**src/rtl/lsu_pkg.sv**
```systemverilog
// rtl/lsu_pkg.sv - shared types, dcache op encoding and FSM state constants for the load/store unit
package lsu_pkg;

    typedef enum logic [1:0] {
        SZ_B   = 2'b00,
        SZ_H   = 2'b01,
        SZ_W   = 2'b10,
        SZ_RSV = 2'b11
    } size_e;

    localparam logic DC_OP_READ  = 1'b0;
    localparam logic DC_OP_WRITE = 1'b1;

    typedef logic [1:0] state_t;
    localparam state_t ST_IDLE  = 2'd0;
    localparam state_t ST_ISSUE = 2'd1;
    localparam state_t ST_WAIT  = 2'd2;

    // dcache op: bit 2 selects write, bits 1:0 carry the access size unchanged
    function automatic logic [2:0] dc_op(input logic we, input logic [1:0] size);
        return {(we ? DC_OP_WRITE : DC_OP_READ), size};
    endfunction

    // low address bits that must be zero for a naturally aligned access of this size
    function automatic logic [1:0] size_mask(input logic [1:0] size);
        case (size_e'(size))
            SZ_B:    return 2'b00;
            SZ_H:    return 2'b01;
            default: return 2'b11;
        endcase
    endfunction

endpackage

```
**src/rtl/lsu_if.sv**
```systemverilog
// rtl/lsu_if.sv - execute-side request/response and dcache CPU-port signals of the load/store unit
interface lsu_if #(
    parameter int XLEN = 32,
    parameter int NREG = 5
) ();
    logic            i_stb;
    logic            i_we;
    logic [1:0]      i_size;
    logic            i_unsigned;
    logic [XLEN-1:0] i_addr;
    logic [XLEN-1:0] i_data;
    logic [NREG-1:0] i_rd;
    logic            o_busy;
    logic            o_valid;
    logic            o_err;
    logic [NREG-1:0] o_rd;
    logic [XLEN-1:0] o_data;
    logic            o_dc_stb;
    logic [2:0]      o_dc_op;
    logic [XLEN-1:0] o_dc_addr;
    logic [XLEN-1:0] o_dc_data;
    logic            i_dc_busy;
    logic            i_dc_valid;
    logic            i_dc_err;
    logic [XLEN-1:0] i_dc_data;

    modport slave (
        input  i_stb, i_we, i_size, i_unsigned, i_addr, i_data, i_rd,
        input  i_dc_busy, i_dc_valid, i_dc_err, i_dc_data,
        output o_busy, o_valid, o_err, o_rd, o_data,
        output o_dc_stb, o_dc_op, o_dc_addr, o_dc_data
    );

    modport master (
        output i_stb, i_we, i_size, i_unsigned, i_addr, i_data, i_rd,
        output i_dc_busy, i_dc_valid, i_dc_err, i_dc_data,
        input  o_busy, o_valid, o_err, o_rd, o_data,
        input  o_dc_stb, o_dc_op, o_dc_addr, o_dc_data
    );
endinterface

```
**src/rtl/lsu_align.sv**
```systemverilog
// rtl/lsu_align.sv - store byte-lane replication (LOAD=0) or load extract/extend (LOAD=1)
module lsu_align
    import lsu_pkg::*;
#(
    parameter bit LOAD = 1'b0
) (
    input  logic [1:0]  size,
    input  logic        is_unsigned,
    input  logic [1:0]  byte_off,
    input  logic [31:0] din,
    output logic [31:0] dout
);
    logic [31:0] shifted;
    logic [31:0] rep;
    logic [31:0] ext;

    // replicate the low bits across all lanes, or shift the addressed lanes down and extend
    always_comb begin
        shifted = din >> {byte_off, 3'b000};
        rep     = din;
        ext     = shifted;
        case (size_e'(size))
            SZ_B: begin
                rep = {4{din[7:0]}};
                ext = {{24{shifted[7] & ~is_unsigned}}, shifted[7:0]};
            end
            SZ_H: begin
                rep = {2{din[15:0]}};
                ext = {{16{shifted[15] & ~is_unsigned}}, shifted[15:0]};
            end
            default: begin
                rep = din;
                ext = shifted;
            end
        endcase
        dout = LOAD ? ext : rep;
    end

endmodule

```
**src/rtl/lsu.sv**
```systemverilog
// rtl/lsu.sv - single-outstanding load/store unit in front of the dcache; LSU_MISALIGN_TRAP_EN traps misaligned accesses
module lsu
    import lsu_pkg::*;
#(
    parameter int XLEN = 32,
    parameter int NREG = 5
) (
    input logic  i_clk,
    input logic  i_reset,
    lsu_if.slave bus
);
    state_t          state_q, state_d;
    logic            dc_stb_q, dc_stb_d;
    logic [2:0]      dc_op_q, dc_op_d;
    logic [XLEN-1:0] dc_addr_q, dc_addr_d;
    logic [XLEN-1:0] dc_data_q, dc_data_d;
    logic            unsigned_q, unsigned_d;
    logic [NREG-1:0] rd_q, rd_d;
    logic            valid_q, valid_d;
    logic            err_q, err_d;
    logic [NREG-1:0] out_rd_q, out_rd_d;
    logic [XLEN-1:0] out_data_q, out_data_d;

    logic            req_illegal;
    logic [XLEN-1:0] req_addr;
    logic [XLEN-1:0] store_rep;
    logic [XLEN-1:0] load_fmt;

    // legality check and the address actually sent to the dcache
    always_comb begin
        req_illegal = (bus.i_size == SZ_RSV);
        req_addr    = bus.i_addr;
`ifdef LSU_MISALIGN_TRAP_EN
        if ((bus.i_addr[1:0] & size_mask(bus.i_size)) != 2'b00) begin
            req_illegal = 1'b1;
        end
`else
        req_addr = {bus.i_addr[XLEN-1:2], bus.i_addr[1:0] & ~size_mask(bus.i_size)};
`endif
    end

    lsu_align #(.LOAD(1'b0)) u_store_align (
        .size        (bus.i_size),
        .is_unsigned (1'b0),
        .byte_off    (2'b00),
        .din         (bus.i_data),
        .dout        (store_rep)
    );

    lsu_align #(.LOAD(1'b1)) u_load_align (
        .size        (dc_op_q[1:0]),
        .is_unsigned (unsigned_q),
        .byte_off    (dc_addr_q[1:0]),
        .din         (bus.i_dc_data),
        .dout        (load_fmt)
    );

    // request FSM: accept in IDLE, hold the dcache strobe until taken, then wait for completion
    always_comb begin
        state_d    = state_q;
        dc_stb_d   = dc_stb_q;
        dc_op_d    = dc_op_q;
        dc_addr_d  = dc_addr_q;
        dc_data_d  = dc_data_q;
        unsigned_d = unsigned_q;
        rd_d       = rd_q;
        valid_d    = 1'b0;
        err_d      = 1'b0;
        out_rd_d   = out_rd_q;
        out_data_d = '0;
        case (state_q)
            ST_IDLE: begin
                if (bus.i_stb) begin
                    if (req_illegal) begin
                        err_d    = 1'b1;
                        out_rd_d = bus.i_rd;
                    end else begin
                        state_d    = ST_ISSUE;
                        dc_stb_d   = 1'b1;
                        dc_op_d    = dc_op(bus.i_we, bus.i_size);
                        dc_addr_d  = req_addr;
                        dc_data_d  = store_rep;
                        unsigned_d = bus.i_unsigned;
                        rd_d       = bus.i_rd;
                    end
                end
            end
            ST_ISSUE: begin
                if (!bus.i_dc_busy) begin
                    dc_stb_d = 1'b0;
                    state_d  = ST_WAIT;
                end
            end
            ST_WAIT: begin
                if (bus.i_dc_err) begin
                    err_d    = 1'b1;
                    out_rd_d = rd_q;
                    state_d  = ST_IDLE;
                end else if (bus.i_dc_valid) begin
                    valid_d    = 1'b1;
                    out_rd_d   = rd_q;
                    out_data_d = dc_op_q[2] ? '0 : load_fmt;
                    state_d    = ST_IDLE;
                end
            end
            default: state_d = ST_IDLE;
        endcase
    end

    // state and output registers; reset drops any request in flight
    always_ff @(posedge i_clk) begin
        if (i_reset) begin
            state_q    <= ST_IDLE;
            dc_stb_q   <= 1'b0;
            dc_op_q    <= '0;
            dc_addr_q  <= '0;
            dc_data_q  <= '0;
            unsigned_q <= 1'b0;
            rd_q       <= '0;
            valid_q    <= 1'b0;
            err_q      <= 1'b0;
            out_rd_q   <= '0;
            out_data_q <= '0;
        end else begin
            state_q    <= state_d;
            dc_stb_q   <= dc_stb_d;
            dc_op_q    <= dc_op_d;
            dc_addr_q  <= dc_addr_d;
            dc_data_q  <= dc_data_d;
            unsigned_q <= unsigned_d;
            rd_q       <= rd_d;
            valid_q    <= valid_d;
            err_q      <= err_d;
            out_rd_q   <= out_rd_d;
            out_data_q <= out_data_d;
        end
    end

    assign bus.o_busy    = (state_q != ST_IDLE);
    assign bus.o_valid   = valid_q;
    assign bus.o_err     = err_q;
    assign bus.o_rd      = out_rd_q;
    assign bus.o_data    = out_data_q;
    assign bus.o_dc_stb  = dc_stb_q;
    assign bus.o_dc_op   = dc_op_q;
    assign bus.o_dc_addr = dc_addr_q;
    assign bus.o_dc_data = dc_data_q;

endmodule

```
**src/flat_wrapper.sv**
```systemverilog
// flat-port wrapper written by rule: the top's interface ports become plain ports
module lsu_flat import lsu_pkg::*;
#(
    parameter int XLEN = 32,
    parameter int NREG = 5
)
  (i_clk, i_reset, bus_i_stb, bus_i_we, bus_i_size, bus_i_unsigned, bus_i_addr, bus_i_data, bus_i_rd, bus_i_dc_busy, bus_i_dc_valid, bus_i_dc_err, bus_i_dc_data, bus_o_busy, bus_o_valid, bus_o_err, bus_o_rd, bus_o_data, bus_o_dc_stb, bus_o_dc_op, bus_o_dc_addr, bus_o_dc_data);
  lsu_if #(.XLEN(XLEN), .NREG(NREG)) bus_i ();
  input logic i_clk;
  input logic i_reset;
  input wire logic [$bits(bus_i.i_stb)-1:0] bus_i_stb;
  input wire logic [$bits(bus_i.i_we)-1:0] bus_i_we;
  input wire logic [$bits(bus_i.i_size)-1:0] bus_i_size;
  input wire logic [$bits(bus_i.i_unsigned)-1:0] bus_i_unsigned;
  input wire logic [$bits(bus_i.i_addr)-1:0] bus_i_addr;
  input wire logic [$bits(bus_i.i_data)-1:0] bus_i_data;
  input wire logic [$bits(bus_i.i_rd)-1:0] bus_i_rd;
  input wire logic [$bits(bus_i.i_dc_busy)-1:0] bus_i_dc_busy;
  input wire logic [$bits(bus_i.i_dc_valid)-1:0] bus_i_dc_valid;
  input wire logic [$bits(bus_i.i_dc_err)-1:0] bus_i_dc_err;
  input wire logic [$bits(bus_i.i_dc_data)-1:0] bus_i_dc_data;
  output wire logic [$bits(bus_i.o_busy)-1:0] bus_o_busy;
  output wire logic [$bits(bus_i.o_valid)-1:0] bus_o_valid;
  output wire logic [$bits(bus_i.o_err)-1:0] bus_o_err;
  output wire logic [$bits(bus_i.o_rd)-1:0] bus_o_rd;
  output wire logic [$bits(bus_i.o_data)-1:0] bus_o_data;
  output wire logic [$bits(bus_i.o_dc_stb)-1:0] bus_o_dc_stb;
  output wire logic [$bits(bus_i.o_dc_op)-1:0] bus_o_dc_op;
  output wire logic [$bits(bus_i.o_dc_addr)-1:0] bus_o_dc_addr;
  output wire logic [$bits(bus_i.o_dc_data)-1:0] bus_o_dc_data;
  assign bus_i.i_stb = bus_i_stb;
  assign bus_i.i_we = bus_i_we;
  assign bus_i.i_size = bus_i_size;
  assign bus_i.i_unsigned = bus_i_unsigned;
  assign bus_i.i_addr = bus_i_addr;
  assign bus_i.i_data = bus_i_data;
  assign bus_i.i_rd = bus_i_rd;
  assign bus_i.i_dc_busy = bus_i_dc_busy;
  assign bus_i.i_dc_valid = bus_i_dc_valid;
  assign bus_i.i_dc_err = bus_i_dc_err;
  assign bus_i.i_dc_data = bus_i_dc_data;
  assign bus_o_busy = bus_i.o_busy;
  assign bus_o_valid = bus_i.o_valid;
  assign bus_o_err = bus_i.o_err;
  assign bus_o_rd = bus_i.o_rd;
  assign bus_o_data = bus_i.o_data;
  assign bus_o_dc_stb = bus_i.o_dc_stb;
  assign bus_o_dc_op = bus_i.o_dc_op;
  assign bus_o_dc_addr = bus_i.o_dc_addr;
  assign bus_o_dc_data = bus_i.o_dc_data;
  lsu #(.XLEN(XLEN), .NREG(NREG)) u_core (.i_clk(i_clk), .i_reset(i_reset), .bus(bus_i));
endmodule
```
**config.mk**
```make
export PLATFORM = sky130hd
export DESIGN_NAME = lsu_flat
export DESIGN_NICKNAME = d
export VERILOG_FILES = /design/src/rtl/lsu_pkg.sv /design/src/rtl/lsu_if.sv /design/src/rtl/lsu_align.sv /design/src/rtl/lsu.sv /design/src/flat_wrapper.sv
export SDC_FILE = /design/constraint.sdc
export NUM_CORES = 1
export LEC_CHECK = 0
export CAP_MARGIN = 0
export CORE_UTILIZATION = 56
export CTS_CLUSTER_SIZE = 16
export DETAILED_ROUTE_END_ITERATION = 12
export DONT_BUFFER_PORTS = 1
export PLACE_DENSITY = 0.74
export SYNTH_ARGS = -nofsm -noshare
export SYNTH_HDL_FRONTEND = slang
export SYNTH_SLANG_ARGS = --single-unit
```
**constraint.sdc**
```tcl
create_clock -name i_clk -period 1.65 [get_ports i_clk]
set_input_delay 0.165 -clock i_clk [delete_from_list [all_inputs] [get_ports i_clk]]
set_output_delay 0.165 -clock i_clk [all_outputs]
set_load 0.005 [all_outputs]
```
After elaboration in Yosys (flattened, before gate mapping). Cells that the tools add are included.

Register bits: 115. Latch bits: 0. Memory bits (writable): 0. Bits in read-only memories: 0. Bits of input ports: 111. Output and inout bits: 108. Word-level logic and storage cells: 66. Memories: 0.

$add $sub $neg: 0. Multipliers: 0. Div/mod/pow operators: 0. $lt $le $gt $ge: 0. Equality and inequality tests: 10. Shifts and indexed selects: 1. Muxes and demuxes: 24. Bitwise logic cells: 8. Reductions and logical operators: 12.

Operator list (count): $pmux 32 s2 (2); $shr 32x5->32 (1); $mux 5 (4); $reduce_and 4->1 (3); $mux 2 (5); $pmux 5 s2 (1); $mux 1 (8); $eq 2x1->1 const B (3); $logic_not 2->1 (3); $ne 2x2->1 const B (3); $pmux 2 s3 (1); $reduce_bool 2->1 (3); $reduce_or 5->1 (1); $eq 2x2->1 const B (2); $not 1->1 (4); $pmux 1 s2 (2); $pmux 2 s2 (1); $ne 3x3->1 const B (1); $reduce_and 3->1 (1); $reduce_or 3->1 (1); $and 1x1->1 (2); $and 2x2->2 (1); $ne 2x1->1 const B (1); $not 2->2 (1).

Logic depth before layout (Yosys ltp). Gate-level depths: netlist (run 1).

Depth in word-level cells: 4. Depth in mapped cells: 8.

Hierarchy. From an unflattened synthesis (run 1), not the netlist that was laid out.

Cells, all modules: 594. Area, all modules: 5096.1 µm².

Modules (own cells, without submodules): lsu (times used 1, cells an instance 438, area each 3863.7 µm²); lsu_align (u_core.u_load_align) (times used 1, cells an instance 103, area each 768.2 µm²); lsu_align (u_core.u_store_align) (times used 1, cells an instance 53, area each 464.2 µm²).

Worst setup path before layout (run 1). OpenSTA, ideal clock, no wires.

Kind: register to register. Start point: register u_core.dc_addr_q[1], in the netlist u_core.bus.o_dc_addr[1]. End point: register u_core.out_data_q[20], in the netlist u_core.bus.o_data[20]. Setup time: 0.122 ns. Arrival time: 1.482 ns. Setup slack: 0.046 ns. Stages on the path, launching flop included: 6. Cell sequence: dfxtp_1 buf_2 mux2_2 o311ai_4 buf_2 a21oi_1.

Longest elaborated chain between the ends: 3.

Ends and longest elaborated chain: start: declaration (RTL line lsu.sv:15) `logic [XLEN-1:0] dc_addr_q, dc_addr_d;`; start signal: assignment (RTL line lsu.sv:128) `dc_addr_q <= dc_addr_d;`; $shr 32x5->32 * (RTL line lsu_align.sv:19) `shifted = din >> {byte_off, 3'b000};`; $and 1x1->1 (on tied branches) (RTL line lsu_align.sv:29, lsu_align.sv:25); $pmux 32 s2 * (RTL line lsu_align.sv:22) `case (size_e'(size))`; end signal: assignment (RTL line lsu.sv:135) `out_data_q <= out_data_d;`; end: declaration (RTL line lsu.sv:22) `logic [XLEN-1:0] out_data_q, out_data_d;`.

Every way passes the cells marked *; elsewhere a longest branch is shown, timed or not. A chain may end at the register's enable or synchronous reset.

Final worst setup path (run 1).
Start point: register u_core.dc_addr_q[1], in the netlist u_core.bus.o_dc_addr[1]. End point: register u_core.out_data_q[31], in the netlist u_core.bus.o_data[31].

The elaborated chain is that of the path after synthesis.

==> flow_summary.yaml, run 1 <==
yosys:
  syn_area_um2: 4670
  synthDominantCellAreaShare: 0.493
  synth-seq-area-share: 0.493
  yosys_register_bits: 115
  syn-num-nets: 670
  synth_enable_flop_cells: 0
  synth.area.top_cells: "dfxtp_1, nand2_1, a21oi_1, mux2i_1, a211oi_1"
  yosysWarningCount: 0
  synthMostInstantiatedCell: "nand2_1"
  synth_ff_type: "dfxtp_1"
  synth_top_area_cell: "dfxtp_1"
  async_flop_share: 0
  syn_inst: 559
  yosysUniqueCellTypes: 29
  yosys-top-cells-count: "nand2_1, dfxtp_1, a21oi_1, nor2_1, a211oi_1"
  syn_area_per_cell_um2: 8.35
outcome:
  outcome: "completed"
grt:
  met1_usage: 0.400
  met2_usage: 0.559
  grt_pass1_wl_um: 23500
  grt_overflow: 0
  grt.met3_usage: 0.124
  grt_pass1_vias: 4631
  grt_busiest_layer: "met2"
  grtUsageTotal: 0.351
  antenna_found_initial: 0
  grt_max_degree: 82
worst_hold_path:
  hold_path_class: "input port to register"
routing:
  vias: 4610
  routed_via_density: 5.95
  drtIter0Drc: 356
  drc: 0
  drt-total-wl_um: 15000
  drt-pass1-iter-count: 7
  wl_per_cell_um: 19.4
  ant_nets: 0
critical_path:
  worstSetupStartpointType: "register"
  cp-end-kind: "register"
  required_ns: 2.04
  arrival_ns: 2.01
  crit_fanout: 9
  crit_type: "register to register"
final_layout:
  syn2layout_area_growth_pct: 37.7
  nets: 771
  drive_above_1_share: 0.110
  diodes: 0
timing:
  finalSetupViolations: 0
  slew_headroom: 0.233
  setup_slack_ns: 0.0299
  final-hold-violation-count: 0
  clock_skew_ns: 0.00552
  period_share: 0.982
  fin_crit_ns: 1.62
  rsz0062_at_grt: "false"
  worst_slew_pin_slew_ns: 1.15
  fmaxAchievable_ghz: 0.617
  finalMaxSlewViolations: 0
placement:
  hpwlAfterDp_um: 8340
  dp_slack_ns: -0.0312
  place.gp.congestion: 0.847
  port_buffers: 0
floorplan:
  core_area_um2: 7890
  fp.dieArea_um2: 8700
  die_height_um: 93.3
  io_pins: 219
  row_count: 32
  initial_core_util: 0.592
  die_w_um: 93.3
power_and_ir_drop:
  leakage_nw: 2.48
  p_per_area_nw_per_um2: 1130
  ir_worst_vdd_v: 0.000811
  p_total_mw: 7.28
clock_tree:
  cts_buffers: 17
  cts_root_buffer: "clkbuf_8"
  clockBufferDepth: 2
  path_clk_slew_ns: 0.06
  cts_tree: "built"
  cts_max_level: 4
  cts_sinks: 115
  clk_latency_ns: 0.51
job:
  maxCapViolCount: 0
-- report_power, final --
part	internal, mW	switching [mW]
Sequential	2.92	0.116
Combinational	0.421	0.459
Clock	2.00	1.36
-- stage by stage --
step / TNS [ns] / cell area [µm²] / util / std cells / hold WS, ns
after floorplan: 0 / 4670 / - / 559 / 0.301
after global placement: 0 / 4780 / 0.606 / 636 / 0.239
after detailed placement: -0.0463 / 4780 / 0.606 / 636 / 0.240
after CTS: 0 / 6400 / 0.811 / 774 / 0.000747
after global routing: 0 / 6430 / 0.815 / 775 / 0.0121
final: 0 / 6430 / 0.815 / 775 / 0.0113
-- timing repair --
item | in CTS | in global routing
pin swaps | 1 | 0
hold buffers | 104 | 1
hold endpoints to repair | 111 | 2
gates resized for setup | 0 | 5
buffers inserted | 2 | 0
setup endpoints to repair | 5 | 26
-- sequential cells by signal, indices dropped and copies added (netlist names) --
register              flops
u_core.bus.o_data        32
u_core.rd_q               5
u_core.state_q            2
u_core.bus.o_dc_stb       1
u_core.bus.o_dc_data     32
u_core.bus.o_dc_addr     32
u_core.bus.o_dc_op        3
u_core.unsigned_q         1
u_core.bus.o_err          1
u_core.bus.o_rd           5
u_core.bus.o_valid        1
-- cells by family (layout without fill, tap and decap cells) --
group | after synthesis | count (layout) | synth area share
flip-flops | 115 | 115 | 0.493
AO/OA/AOI/OAI | 142 | 142 | 0.187
XOR/XNOR | 1 | 1 | 0.00188
multiplexers | 38 | 38 | 0.0839
buffers and inverters | 47 | 161 | 0.0448
AND/OR/NAND/NOR | 216 | 216 | 0.189
-- cell type report --
type | instances | area, µm²
Tap cell | 102 | 128
Inverter | 1 | 3.75
Sequential cell | 115 | 2300
Timing Repair Buffer | 128 | 1280
Clock inverter | 15 | 134
Clock buffer | 17 | 414
Multi-Input combinational cell | 397 | 2170
Fill cell | 483 | 1460
-- layer usage --
metal  wire length, µm  vias up
met5                 0        -
met4               715        0
met3              1480       77
met2              7030      310
met1              5780     2104
li1                  -     2119
-- worst max-delay path: stages, from the launching register on --
cell and delay [ns]:
dfxtp_1 0.46, mux2_2 0.42, o311ai_4 0.31, buf_4 0.22, a21oi_1 0.09
-- layout by cell type, fill, tap and decap left out, types with 2 or more instances in the layout --
cell type,n
a21oi_1,76
mux2i_1,29
clkinvlp_4,6
buf_12,2
nor2b_1,9
mux2_2,9
inv_6,4
a211oi_1,37
nor2_1,43
nand2_1,149
a311oi_1,8
dlygate4sd3_1,103
clkbuf_16,16
nand2b_1,2
or3b_2,2
o21ai_0,17
or3_1,2
buf_4,20
dfxtp_1,115
clkinv_2,3
-- path summary, 6_finish.rpt --
kind | startpoint | end | slack, ns | cells after the start
setup / recovery | u_core.bus.o_dc_addr[1] | u_core.bus.o_data[31] | 0.03 | 4
hold / removal | bus_i_size[0] | u_core.bus.o_dc_data[10] | 0.01 | 2
setup reg to reg | u_core.bus.o_dc_addr[1] | u_core.bus.o_data[31] | 0.03 | 4
hold reg to reg | u_core.rd_q[2] | u_core.rd_q[2] | 0.46 | 2
No activity file was read; power rests on OpenSTA's default activity.
==> inputs of run 2 (changes only) <==
--- a/config.mk
+++ b/config.mk
@@ -11,6 +11,7 @@
 export DETAILED_ROUTE_END_ITERATION = 12
 export DONT_BUFFER_PORTS = 1
 export PLACE_DENSITY = 0.74
+export SLEW_MARGIN = 20
 export SYNTH_ARGS = -nofsm -noshare
 export SYNTH_HDL_FRONTEND = slang
 export SYNTH_SLANG_ARGS = --single-unit
==> run 2 against run 1 <==
Against the previous run:
- critical path depth stayed put
- routed wire length up 0.36%
- final cell count stayed put
- via count is 0.41% higher
==> flow_summary.yaml, run 2 (synthesized netlist as in run 1, its figures left out) <==
grt:
  grt_max_degree: 82
  grt_pass1_wl_um: 23500
  grt_overflow: 0
  grt_pass1_vias: 4631
  antenna_found_initial: 0
  grtUsageTotal: 0.351
clock_tree:
  clockBufferDepth: 2
  cts_tree: "built"
  cts_buffers: 17
  cts_max_level: 4
  cts_root_buffer: "clkbuf_8"
  clk_latency_ns: 0.51
  path_clk_slew_ns: 0.06
  cts_sinks: 115
job:
  maxCapViolCount: 0
power_and_ir_drop:
  pwr-share-comb: 0.121
  ir_worst_vdd_v: 0.000810
  p_int_mw: 5.34
  leakage_nw: 2.47
  switchingPower_mw: 1.94
  switching_share: 0.267
  clkPwrFrac: 0.463
  p_per_area_nw_per_um2: 1130
  pwr-share-seq: 0.417
floorplan:
  initial_core_util: 0.592
  fp.dieArea_um2: 8700
  die_w_um: 93.3
  io_pins: 219
  row_count: 32
  core_area_um2: 7890
  die_height_um: 93.3
timing:
  slew_headroom: 0.603
  final-hold-violation-count: 0
  finalSetupViolations: 0
  clock_skew_ns: 0.00535
  worst_slew_pin_slew_ns: 0.593
  period_share: 0.982
  holdWs_ns: 0.00920
  fmaxAchievable_ghz: 0.617
  fin_crit_ns: 1.62
  rsz0062_at_grt: "false"
  finalMaxSlewViolations: 0
final_layout:
  final-seq-area_um2: 2300
  layout_common_cells: "nand2_1, dfxtp_1, dlygate4sd3_1, a21oi_1, nor2_1"
  final_common_cell: "nand2_1"
  syn2layout_area_growth_pct: 37.6
  final_area_um2: 6420
  multiInputGateArea_um2: 2170
  fin_util: 0.814
  fill_cells: 485
  drive_above_1_share: 0.111
  nets: 771
  final_cells: 775
  diodes: 0
critical_path:
  cp-end-kind: "register"
  worstSetupStartpointType: "register"
  crit_type: "register to register"
  cpPeakStageDelay_ns: 0.46
  crit_family: "flip-flops"
  crit_fanout: 9
  crit_buf_inv: 1
  arrival_ns: 2.01
  critical_path.cell_chain: "mux2_2 -> o311ai_4 -> buf_4 -> a21oi_1"
  required_ns: 2.04
  cpMaxStageDelayCell: "dfxtp_1"
routing:
  drt-total-wl_um: 15100
  drt-pass1-iter-count: 5
  drc: 0
  routed_via_density: 5.97
  vias: 4629
  drtIter0Drc: 357
  wl_per_cell_um: 19.4
  ant_nets: 0
placement:
  hpwlAfterDp_um: 8340
  dp.cells: 636
  place.gp.congestion: 0.847
  port_buffers: 0
  placed_area_um2: 4780
worst_hold_path:
  hold_path_class: "input port to register"
outcome:
  outcome: "completed"
-- run 2: changes by cell type in the layout (fill, tap and decap cells not counted), sizes merged --
cell          before  now
buf               24   25
dlymetal6s4s       1    0
-- run 2: timing repair --
action | CTS | global route
cloned | 0 | 0
endpoints found under the setup margin | 5 | 9
hold buffers | 104 | 1
pin swaps | 1 | 0
buffers inserted | 2 | 0
gates resized for setup | 0 | 4
hold endpoints to repair | 111 | 2
-- run 2: layout make-up --
type	count	area share
multi-input combinational	397	0.338
inverter	1	0.000585
clock inverter	15	0.0208
tap	102	0.0199
clock buffer	17	0.0645
timing repair buffer	128	0.198
sequential	115	0.359
-- run 2: layer usage --
layer | global-route usage | share of wire | vias up
met4 | 0.222 | 0.047 | 0
met2 | 0.559 | 0.47 | 308
met5 | 0 | 0 | -
met1 | 0.400 | 0.38 | 2130
li1 | - | - | 2116
met3 | 0.124 | 0.10 | 75
-- run 2: power groups by stage --
stage          Sequential [mW]  Clock [mW]  Combinational (mW)
4_1_cts                   3.03        3.37               0.831
2_1_floorplan             3.06           0               0.469
5_1_grt                   3.05        3.54               0.951
6_report                  3.03        3.37               0.879
3_3_place_gp              3.08           0               0.529
3_5_place_dp              3.09           0               0.547
-- run 2: metrics by stage --
step / TNS [ns] / total power [mW] / setup slack [ns]
2_1_floorplan: 0 / 3.53 / 0.0462
3_3_place_gp: 0 / 3.61 / 0.0574
3_5_place_dp: -0.0463 / 3.64 / -0.0312
4_1_cts: 0 / 7.23 / 0.0567
5_1_grt: 0 / 7.54 / 0.00870
6_report: 0 / 7.28 / 0.0297
-- run 2: path summary, 6_finish.rpt --
kind                                              start                        to  slack (ns)  cells after the start
worst max register to register  u_core.bus.o_dc_addr[1]     u_core.bus.o_data[31]        0.03                      4
worst min register to register           u_core.rd_q[2]            u_core.rd_q[2]        0.46                      2
worst min-delay path                      bus_i_size[0]  u_core.bus.o_dc_data[10]       0.009                      2
worst max-delay path            u_core.bus.o_dc_addr[1]     u_core.bus.o_data[31]        0.03                      4
